File: config.mk
export PLATFORM = sky130hd
export DESIGN_NAME = sprite_path_seq
export DESIGN_NICKNAME = d
export VERILOG_FILES = /design/src/rtl/sprite_seq_pkg.sv /design/src/rtl/sprite_seg_table.sv /design/src/rtl/sprite_path_seq.sv
export SDC_FILE = /design/constraint.sdc
export NUM_CORES = 1
export LEC_CHECK = 0
export CORE_MARGIN = 2
export CORE_UTILIZATION = 55
export DETAILED_ROUTE_END_ITERATION = 16
export PLACE_DENSITY = 0.76
export SYNTH_ARGS = -nofsm -noshare
export SYNTH_HDL_FRONTEND = slang
export SYNTH_SLANG_ARGS = --single-unit
File: constraint.sdc
create_clock -name ANIM_Clk -period 18.1 [get_ports ANIM_Clk]
set_input_delay 3.62 -clock ANIM_Clk [delete_from_list [all_inputs] [get_ports ANIM_Clk]]
set_output_delay 3.62 -clock ANIM_Clk [all_outputs]
set_load 0.02 [all_outputs]
File: src/rtl/sprite_seq_pkg.sv
// rtl/sprite_seq_pkg.sv - shared types and default widths for the sprite path sequencer
package sprite_seq_pkg;

    localparam int DEF_COORD_W = 10;
    localparam int DEF_FRAME_W = 5;
    localparam int DEF_LEN_W   = 4;
    localparam int DEF_DELTA_W = 6;

    typedef enum logic [1:0] {
        ST_IDLE,
        ST_LOAD,
        ST_PLAY,
        ST_HOLD
    } seq_state_e;

    typedef struct packed {
        logic [DEF_COORD_W-1:0]        x;
        logic [DEF_COORD_W-1:0]        y;
        logic signed [DEF_DELTA_W-1:0] dx;
        logic signed [DEF_DELTA_W-1:0] dy;
        logic [DEF_FRAME_W-1:0]        frame;
        logic [DEF_LEN_W-1:0]          len;
    } seg_entry_t;

endpackage

File: src/rtl/sprite_seg_table.sv
// rtl/sprite_seg_table.sv - segment register file, one write port, one combinational read port
module sprite_seg_table #(
    parameter int NUM_SEG = 8,
    parameter int COORD_W = 10,
    parameter int FRAME_W = 5,
    parameter int LEN_W   = 4,
    parameter int DELTA_W = 6,
    localparam int AW     = $clog2(NUM_SEG)
) (
    input  logic               ANIM_Clk,
    input  logic               Reset,
    input  logic               wr_en,
    input  logic [AW-1:0]      wr_addr,
    input  logic [COORD_W-1:0] wr_x,
    input  logic [COORD_W-1:0] wr_y,
    input  logic [DELTA_W-1:0] wr_dx,
    input  logic [DELTA_W-1:0] wr_dy,
    input  logic [FRAME_W-1:0] wr_frame,
    input  logic [LEN_W-1:0]   wr_len,
    input  logic [AW-1:0]      rd_addr,
    output logic [COORD_W-1:0] rd_x,
    output logic [COORD_W-1:0] rd_y,
    output logic [DELTA_W-1:0] rd_dx,
    output logic [DELTA_W-1:0] rd_dy,
    output logic [FRAME_W-1:0] rd_frame,
    output logic [LEN_W-1:0]   rd_len
);

    logic [COORD_W-1:0] x_q     [NUM_SEG];
    logic [COORD_W-1:0] x_d     [NUM_SEG];
    logic [COORD_W-1:0] y_q     [NUM_SEG];
    logic [COORD_W-1:0] y_d     [NUM_SEG];
    logic [DELTA_W-1:0] dx_q    [NUM_SEG];
    logic [DELTA_W-1:0] dx_d    [NUM_SEG];
    logic [DELTA_W-1:0] dy_q    [NUM_SEG];
    logic [DELTA_W-1:0] dy_d    [NUM_SEG];
    logic [FRAME_W-1:0] frame_q [NUM_SEG];
    logic [FRAME_W-1:0] frame_d [NUM_SEG];
    logic [LEN_W-1:0]   len_q   [NUM_SEG];
    logic [LEN_W-1:0]   len_d   [NUM_SEG];
    logic               wr_hit;

    // Addresses past the table are dropped rather than aliased.
    assign wr_hit = wr_en && (int'(wr_addr) < NUM_SEG);

    always_comb begin
        x_d     = x_q;
        y_d     = y_q;
        dx_d    = dx_q;
        dy_d    = dy_q;
        frame_d = frame_q;
        len_d   = len_q;
        if (wr_hit) begin
            x_d[wr_addr]     = wr_x;
            y_d[wr_addr]     = wr_y;
            dx_d[wr_addr]    = wr_dx;
            dy_d[wr_addr]    = wr_dy;
            frame_d[wr_addr] = wr_frame;
            len_d[wr_addr]   = wr_len;
        end
    end

    always_ff @(posedge ANIM_Clk or posedge Reset) begin
        if (Reset) begin
            for (int i = 0; i < NUM_SEG; i++) begin
                x_q[i]     <= '0;
                y_q[i]     <= '0;
                dx_q[i]    <= '0;
                dy_q[i]    <= '0;
                frame_q[i] <= '0;
                len_q[i]   <= '0;
            end
        end else begin
            x_q     <= x_d;
            y_q     <= y_d;
            dx_q    <= dx_d;
            dy_q    <= dy_d;
            frame_q <= frame_d;
            len_q   <= len_d;
        end
    end

    assign rd_x     = x_q[rd_addr];
    assign rd_y     = y_q[rd_addr];
    assign rd_dx    = dx_q[rd_addr];
    assign rd_dy    = dy_q[rd_addr];
    assign rd_frame = frame_q[rd_addr];
    assign rd_len   = len_q[rd_addr];

endmodule

File: src/rtl/sprite_path_seq.sv
// rtl/sprite_path_seq.sv - table-driven sprite path playback sequencer
// Optional horizontal mirroring under SPRITE_SEQ_MIRROR_EN.
module sprite_path_seq
    import sprite_seq_pkg::*;
#(
    parameter int NUM_SEG = 8,
    parameter int COORD_W = DEF_COORD_W,
    parameter int FRAME_W = DEF_FRAME_W,
    parameter int LEN_W   = DEF_LEN_W,
    parameter int DELTA_W = DEF_DELTA_W,
    localparam int SEG_W  = $clog2(NUM_SEG)
) (
    input  logic               ANIM_Clk,
    input  logic               Reset,
    input  logic               Run,
    input  logic               Pause,
    input  logic               Loop,
`ifdef SPRITE_SEQ_MIRROR_EN
    input  logic               Mirror,
`endif
    input  logic               Wr_En,
    input  logic [SEG_W-1:0]   Wr_Addr,
    input  logic [COORD_W-1:0] Wr_X,
    input  logic [COORD_W-1:0] Wr_Y,
    input  logic [DELTA_W-1:0] Wr_DX,
    input  logic [DELTA_W-1:0] Wr_DY,
    input  logic [FRAME_W-1:0] Wr_Frame,
    input  logic [LEN_W-1:0]   Wr_Len,
    output logic [COORD_W-1:0] Sprite_X,
    output logic [COORD_W-1:0] Sprite_Y,
    output logic [FRAME_W-1:0] Frame,
    output logic [SEG_W-1:0]   Seg_Idx,
    output logic [LEN_W-1:0]   Step_Cnt,
    output logic               Busy,
    output logic               Done
);

    localparam int EXT_W = COORD_W - DELTA_W;

    seq_state_e         state_q, state_d;
    logic [SEG_W-1:0]   seg_idx_q, seg_idx_d;
    logic [LEN_W-1:0]   step_cnt_q, step_cnt_d;
    logic [COORD_W-1:0] x_q, x_d, y_q, y_d;
    logic [FRAME_W-1:0] frame_q, frame_d;
    logic               done_q, done_d;
    logic [COORD_W-1:0] rd_x, rd_y, dx_ext, dy_ext, pos_x;
    logic [DELTA_W-1:0] rd_dx, rd_dy;
    logic [FRAME_W-1:0] rd_frame;
    logic [LEN_W-1:0]   rd_len;
    logic               idle;
`ifdef SPRITE_SEQ_MIRROR_EN
    logic               mirror_q, mirror_d;
`endif

    sprite_seg_table #(
        .NUM_SEG (NUM_SEG),
        .COORD_W (COORD_W),
        .FRAME_W (FRAME_W),
        .LEN_W   (LEN_W),
        .DELTA_W (DELTA_W)
    ) u_table (
        .ANIM_Clk (ANIM_Clk),
        .Reset    (Reset),
        .wr_en    (Wr_En && !Busy),
        .wr_addr  (Wr_Addr),
        .wr_x     (Wr_X),
        .wr_y     (Wr_Y),
        .wr_dx    (Wr_DX),
        .wr_dy    (Wr_DY),
        .wr_frame (Wr_Frame),
        .wr_len   (Wr_Len),
        .rd_addr  (seg_idx_q),
        .rd_x     (rd_x),
        .rd_y     (rd_y),
        .rd_dx    (rd_dx),
        .rd_dy    (rd_dy),
        .rd_frame (rd_frame),
        .rd_len   (rd_len)
    );

    assign dx_ext = {{EXT_W{rd_dx[DELTA_W-1]}}, rd_dx};
    assign dy_ext = {{EXT_W{rd_dy[DELTA_W-1]}}, rd_dy};

    always_comb begin
        state_d    = state_q;
        seg_idx_d  = seg_idx_q;
        step_cnt_d = step_cnt_q;
        x_d        = x_q;
        y_d        = y_q;
        frame_d    = frame_q;
        done_d     = 1'b0;
`ifdef SPRITE_SEQ_MIRROR_EN
        mirror_d   = mirror_q;
`endif
        case (state_q)
            ST_IDLE: begin
                seg_idx_d  = '0;
                step_cnt_d = '0;
                if (Run) state_d = ST_LOAD;
            end
            ST_LOAD: begin
                step_cnt_d = '0;
                // A zero-length entry terminates the path; position stays at the last drawn point.
                if (rd_len == '0) begin
                    state_d = ST_HOLD;
                    done_d  = 1'b1;
                end else begin
                    x_d     = rd_x;
                    y_d     = rd_y;
                    frame_d = rd_frame;
`ifdef SPRITE_SEQ_MIRROR_EN
                    mirror_d = Mirror;
`endif
                    state_d = ST_PLAY;
                end
            end
            ST_PLAY: begin
                if (!Pause) begin
                    if (step_cnt_q < rd_len - LEN_W'(1)) begin
                        x_d        = x_q + dx_ext;
                        y_d        = y_q + dy_ext;
                        step_cnt_d = step_cnt_q + LEN_W'(1);
                    end else if (seg_idx_q < SEG_W'(NUM_SEG - 1)) begin
                        seg_idx_d  = seg_idx_q + SEG_W'(1);
                        step_cnt_d = '0;
                        state_d    = ST_LOAD;
                    end else if (Loop) begin
                        seg_idx_d  = '0;
                        step_cnt_d = '0;
                        state_d    = ST_LOAD;
                    end else begin
                        state_d = ST_HOLD;
                        done_d  = 1'b1;
                    end
                end
            end
            ST_HOLD: begin
                if (!Run) begin
                    state_d    = ST_IDLE;
                    seg_idx_d  = '0;
                    step_cnt_d = '0;
                end
            end
            default: state_d = ST_IDLE;
        endcase
    end

    always_ff @(posedge ANIM_Clk or posedge Reset) begin
        if (Reset) begin
            state_q    <= ST_IDLE;
            seg_idx_q  <= '0;
            step_cnt_q <= '0;
            x_q        <= '0;
            y_q        <= '0;
            frame_q    <= '0;
            done_q     <= 1'b0;
`ifdef SPRITE_SEQ_MIRROR_EN
            mirror_q   <= 1'b0;
`endif
        end else begin
            state_q    <= state_d;
            seg_idx_q  <= seg_idx_d;
            step_cnt_q <= step_cnt_d;
            x_q        <= x_d;
            y_q        <= y_d;
            frame_q    <= frame_d;
            done_q     <= done_d;
`ifdef SPRITE_SEQ_MIRROR_EN
            mirror_q   <= mirror_d;
`endif
        end
    end

    // While idle the table is read at segment 0, so the start point tracks table writes.
    assign idle  = (state_q == ST_IDLE);
    assign pos_x = idle ? rd_x : x_q;

`ifdef SPRITE_SEQ_MIRROR_EN
    assign Sprite_X = (idle ? Mirror : mirror_q) ? ~pos_x : pos_x;
`else
    assign Sprite_X = pos_x;
`endif
    assign Sprite_Y = idle ? rd_y : y_q;
    assign Frame    = idle ? rd_frame : frame_q;
    assign Seg_Idx  = seg_idx_q;
    assign Step_Cnt = step_cnt_q;
    assign Busy     = !idle;
    assign Done     = done_q;

endmodule

## Word level (Yosys, flattened, before mapping)

Cells that the tools add are included.

| word-level totals | value |
|---|---|
| input port bits | 50 |
| bits in registers | 363 |
| output and inout bits | 34 |
| word-level logic and storage cells | 161 |

| cells by class | value |
|---|---|
| mux-type cells | 69 |
| magnitude comparators | 5 |
| bitwise logic cells | 3 |
| equality and inequality tests | 11 |
| reductions and logical operators | 13 |
| add/sub/neg operators | 5 |

Operator list:

| cell | number |
|---|---|
| 80-bit bitwise mux | 2 |
| 10-bit two-way mux | 13 |
| 48-bit bitwise mux | 2 |
| 10-bit binary-select mux with 3-bit select | 2 |
| 40-bit bitwise mux | 1 |
| 10-bit one-hot mux with 2 select lines | 2 |
| 6-bit binary-select mux with 3-bit select | 2 |
| 32-bit bitwise mux | 1 |
| 4-bit two-way mux | 8 |
| 10-bit demux with 3-bit select | 1 |
| 6-bit two-way mux | 5 |
| 10-bit adder | 2 |
| 5-bit two-way mux | 4 |
| 6-bit demux with 3-bit select | 1 |
| 5-bit binary-select mux with 3-bit select | 1 |
| 5-bit demux with 3-bit select | 1 |
| 3-bit two-way mux | 5 |
| 4-bit binary-select mux with 3-bit select | 1 |
| 4-bit demux with 3-bit select | 1 |
| 2-bit two-way mux | 6 |
| 2-bit inequality test, second input constant | 6 |
| 4-bit one-hot mux with 3 select lines | 1 |
| 3-bit one-hot mux with 3 select lines | 1 |
| 4-bit >= comparator, second input constant | 2 |
| 26 further kinds | 35 |

## Depth between registers and ports, before layout

| logic depth | value |
|---|---|
| word-level depth | 9 |
| gate-level depth with buffers | 16 |
| gate-level depth less buffers | 12 |

## Cells and area by module

From an unflattened synthesis, not the netlist that was laid out.

| second synthesis, totals | value |
|---|---|
| cell total of the unflattened synthesis | 1169 |
| area, all modules | 17923.4 um^2 |

By module, submodules not included:

| module | cells each | seq. area each (um^2) | area each (um^2) | times used |
|---|---|---|---|---|
| sprite_seg_table | 850 | 8207.9 | 14990.6 | 1 |
| sprite_path_seq | 319 | 875.8 | 2932.8 | 1 |

## Worst setup path after synthesis

OpenSTA, ideal clock, no wires.

| path | value |
|---|---|
| kind | flip-flop to output port |
| start | register seg_idx_q[0], in the netlist Seg_Idx[0] |
| end | output port Frame[2] |
| setup slack | 12.331 ns |
| arrival | 2.149 ns |
| cell stages (with the launch flop) | 7 |
| required time | 14.480 ns |
| buffers on the path | 3 |
| cells stage by stage | dfrtp_1 buf_2 buf_4 buf_2 mux4_2 mux2i_1 a21oi_1 |

| on the way | value |
|---|---|
| cells in the longest elaborated chain, start to end | 5 |

Ends and longest elaborated chain:

| element | RTL line | RTL |
|---|---|---|
| start: declaration | sprite_path_seq.sv:41 | `logic [SEG_W-1:0] seg_idx_q, seg_idx_d;` |
| start signal: assignment | sprite_path_seq.sv:162 | `seg_idx_q <= seg_idx_d;` |
| 3-bit inverter with 4-bit output (not written as such) | sprite_seg_table.sv:87 | `assign rd_frame = frame_q[rd_addr];` |
| 5-bit binary-select mux with 3-bit select | sprite_seg_table.sv:87 |  |
| 5-bit two-way mux (not written as such) (2 in series) | sprite_seg_table.sv:87 |  |
| 5-bit two-way mux | sprite_path_seq.sv:184 | `assign Frame = idle ? rd_frame : frame_q;` |
| end: declaration | sprite_path_seq.sv:31 | `output logic [FRAME_W-1:0] Frame,` |

Every way passes these cells. The select of a mux whose other input is x is not followed.

## Worst setup path after layout

| path | value |
|---|---|
| start | register seg_idx_q[0], in the netlist Seg_Idx[0] |
| end | output port Sprite_Y[2] |

| on the way | value |
|---|---|
| cells in the longest elaborated chain, start to end | 5 |

Ends and longest elaborated chain:

| element | RTL line | RTL |
|---|---|---|
| 3-bit inverter with 4-bit output (not written as such) | sprite_seg_table.sv:84 | `assign rd_y = y_q[rd_addr];` |
| 10-bit binary-select mux with 3-bit select | sprite_seg_table.sv:84 |  |
| 10-bit two-way mux (not written as such) (2 in series) | sprite_seg_table.sv:84 |  |
| 10-bit two-way mux | sprite_path_seq.sv:183 | `assign Sprite_Y = idle ? rd_y : y_q;` |
| end: declaration | sprite_path_seq.sv:30 | `output logic [COORD_W-1:0] Sprite_Y,` |

Every way passes these cells. The select of a mux whose other input is x is not followed.

==> flow_metrics.tcl <==
set metrics [dict create \
    status "finished clean" \
    post_cts_resize_count 0 \
    cpPeakStageDelay_ps 720 \
    ant_nets 0 \
    slew_headroom 0.299 \
    drt-initial-drc-count 770 \
    syn_nets 1309 \
    grt_pass1_vias 11113 \
    dr.pass1.iters 5 \
    yosys.area.top_type "dfrtp_1" \
    p_leak_nw 8.52 \
    ys_ff_latch 363 \
    reg2regPathDepth 13 \
    cpLargestDelayFamily "buffers and inverters" \
    hp-class "flop to flop" \
    tns_ps 0 \
    hold_path_end "frame_q[1]$_DFFE_PP0P_" \
    ys_seq_area_frac 0.518 \
    wire_per_inst_microns 22.7 \
    grt-ovfl-total 0 \
    htree_levels 2 \
    cts_hold_buf 0 \
    rsz0062_at_grt "false" \
    reg2reg_to "Seg_Idx[1]$_DFFE_PP0P_" \
    grt_pass1_wl_microns 62900 \
    async_reset_ff_frac 1.00 \
    path_clk_slew_ps 60 \
    ys.flop_type "dfrtp_1" \
    hp-start "frame_q[1]$_DFFE_PP0P_" \
    nFillCells 2325 \
    layoutNonFillerInstCount 1725 \
    cts_root_buffer "clkbuf_16" \
    syn_avg_cell_area_sq_um 14.3 \
    holdPathStages 2 \
    io_buffers 83 \
    cts_buffer_depth 3 \
    crit_path_end_kind "output pin" \
    dpl.cell_count 1657 \
    clk_latency_ps 520 \
    maxCapViolCount 0 \
    insertedDiodeCount 0 \
    routed-via-count 10676 \
    grt_max_degree 152 \
    fin_skew_ps 7.37 \
    cts_made_buffers 39 \
    period_needed_ps 7730 \
    p_per_area_nw_per_um2 197 \
    critPathMaxFanout 44 \
    yosysUniqueCellTypes 52 \
    syn_area_sq_um 17500 \
    area_growth_pct 14.3 \
    dieHeight_microns 183 \
    start_util 0.557 \
    die_w_microns 183 \
    gp_congestion 0.824 \
    synth_edf_count 0 \
    synth_top_area_share 0.518 \
    vdd_ir_drop_max_mv 0.101 \
    cp_common_cell "buf_4" \
    crit_type "flop to output pin" \
    utilization 0.636 \
    synthCells 1229 \
    die_area_sq_um 33300 \
    required_ps 14480 \
    nNetsFinal 1376 \
    post_cts_buffers 0 \
    fmax_mhz 129 \
    clock-sinks 363 \
    ys_warn_count 0 \
    grt_usage 0.244 \
    timing.final.crit_share 0.427 \
    hold_violations 0 \
    drc 0 \
    worst_pin_slew_ps 1050 \
    finalWirelength_microns 39200 \
    dp_hpwl_microns 22900 \
    slowest_stage "buf_4" \
    synth_area_leaders "dfrtp_1 52%, mux2_2 21%, mux4_2 11%" \
    io_pins 84 \
    grt_antenna_before_repair 2 \
    r2r_slack_ps 13040 \
    drive_above_1_share 0.387 \
    setup-violations-final 0 \
    crit_buf_inv 3 \
    arrival_ps 4110 \
    tritoncts "done" \
    core-area_sq_um 31500 \
    num_rows 65 \
    start_kind "flop" \
    via_per_inst 6.19 \
    reg2reg_from "Seg_Idx[0]$_DFFE_PP0P_" \
    cp_cell_sequence "buf_4 -> buf_4 -> mux4_2 -> mux2i_1 -> a21oi_1 -> clkdlybuf4s50_1" \
    maxSlewViolCount 0 \
]
==> cells by family (layout without fill, tap and decap cells) <==
kind of cell             after synthesis  after routing  synth area share
AND/OR/NAND/NOR                      144            144            0.0365
flip-flops                           363            363             0.518
buffers and inverters                 83            177            0.0209
XOR/XNOR                              12             12           0.00600
multiplexers                         464            464             0.350
AO/OA/AOI/OAI                        133            133            0.0464
adder cells (fa/ha/maj)               30             30            0.0223
==> per-stage QoR <==
stage          setup slack [ps]  hold WS, ps  cell area, sq um  power, mW
2_1_floorplan              4400          451             17500       2.68
3_3_place_gp              10910          465             18700       3.08
3_5_place_dp              10860          473             18700       3.15
5_1_grt                   10060          507             20000       4.20
4_1_cts                   10280          486             20000       3.96
6_report                  10370          483             20000       3.95
==> placed cells by master (no fill, tap or decap), types with 7 or more instances in the layout <==
| cell type | synthesis | layout |
|---|---|---|
| o21ai_1 | 18 | 18 |
| clkbuf_16 | 0 | 41 |
| mux2_2 | 330 | 330 |
| mux2_1 | 18 | 18 |
| nand3_1 | 13 | 12 |
| o21ai_0 | 19 | 19 |
| nor2_1 | 63 | 59 |
| clkbuf_8 | 0 | 14 |
| mux4_2 | 84 | 84 |
| mux2i_1 | 32 | 32 |
| a21oi_1 | 48 | 48 |
| inv_1 | 8 | 7 |
| clkbuf_1 | 40 | 7 |
| clkdlybuf4s50_1 | 0 | 83 |
| nand2_1 | 35 | 35 |
| ha_1 | 28 | 26 |
| dfrtp_1 | 363 | 360 |
| buf_4 | 5 | 18 |
| xnor2_1 | 7 | 7 |
==> final cells by class <==
| cell class | count | area, sq um | share of cell area |
|---|---|---|---|
| Sequential cell | 363 | 9090 | 0.454 |
| Multi-Input combinational cell | 783 | 8130 | 0.406 |
| Clock buffer | 62 | 1240 | 0.0622 |
| Timing Repair Buffer | 101 | 966 | 0.0482 |
| Tap cell | 402 | 503 | 0.0251 |
| Clock inverter | 6 | 55.1 | 0.00275 |
| Inverter | 8 | 37.5 | 0.00187 |
==> layer usage <==
metal,share of wire,GRT usage,vias up
met1,0.45,0.344,5650
li1,-,-,4712
met5,0.00059,0,-
met4,0.020,0.0639,4
met3,0.052,0.0431,62
met2,0.48,0.395,248
==> worst min-delay path: cells and delay by family, from the launching register on <==
kind | cells | cell delay, ps
simple gates | 1 | 50
compound gates | 1 | 60
flops | 1 | 340
==> worst max path at each step <==
stage | endpoint | slack [ps] | startpoint | cells after the start
after floorplan | Done$_DFF_PP0_ | 4400 | Reset | 1
after global placement | Sprite_X[8] | 10910 | Seg_Idx[0]$_DFFE_PP0P_ | 6
after detailed placement | Sprite_Y[2] | 10860 | Seg_Idx[0]$_DFFE_PP0P_ | 6
final | Sprite_Y[2] | 10370 | Seg_Idx[0]$_DFFE_PP0P_ | 6
after CTS | Sprite_Y[2] | 10280 | Seg_Idx[0]$_DFFE_PP0P_ | 6
after global routing | Sprite_Y[2] | 10060 | Seg_Idx[0]$_DFFE_PP0P_ | 6
==> flip-flops by register name, indices dropped and copies added, names as in the netlist <==
signal	cells
u_table.y_q	80
y_q	10
state_q	2
u_table.frame_q	40
u_table.dx_q	48
frame_q	5
Done	1
u_table.len_q	32
Step_Cnt	4
u_table.x_q	80
Seg_Idx	3
x_q	10
u_table.dy_q	48
==> cell usage after synthesis, types with 13 or more instances <==
cell type,count
clkbuf_1,40
mux4_2,84
o21ai_0,19
mux2_2,330
ha_1,28
o21ai_1,18
mux2_1,18
mux2i_1,32
buf_2,17
nor2_1,63
nand2_1,35
dfrtp_1,363
nand3_1,13
a21oi_1,48
==> power breakdown <==
group / internal, mW / total, mW / switching [mW]
sequential: 1.20 / 1.44 / 0.239
clock: 0.483 / 0.797 / 0.314
combinational: 0.902 / 1.71 / 0.811
total: 2.58 / 3.95 / 1.36
(Power assumes the default switching activity.)
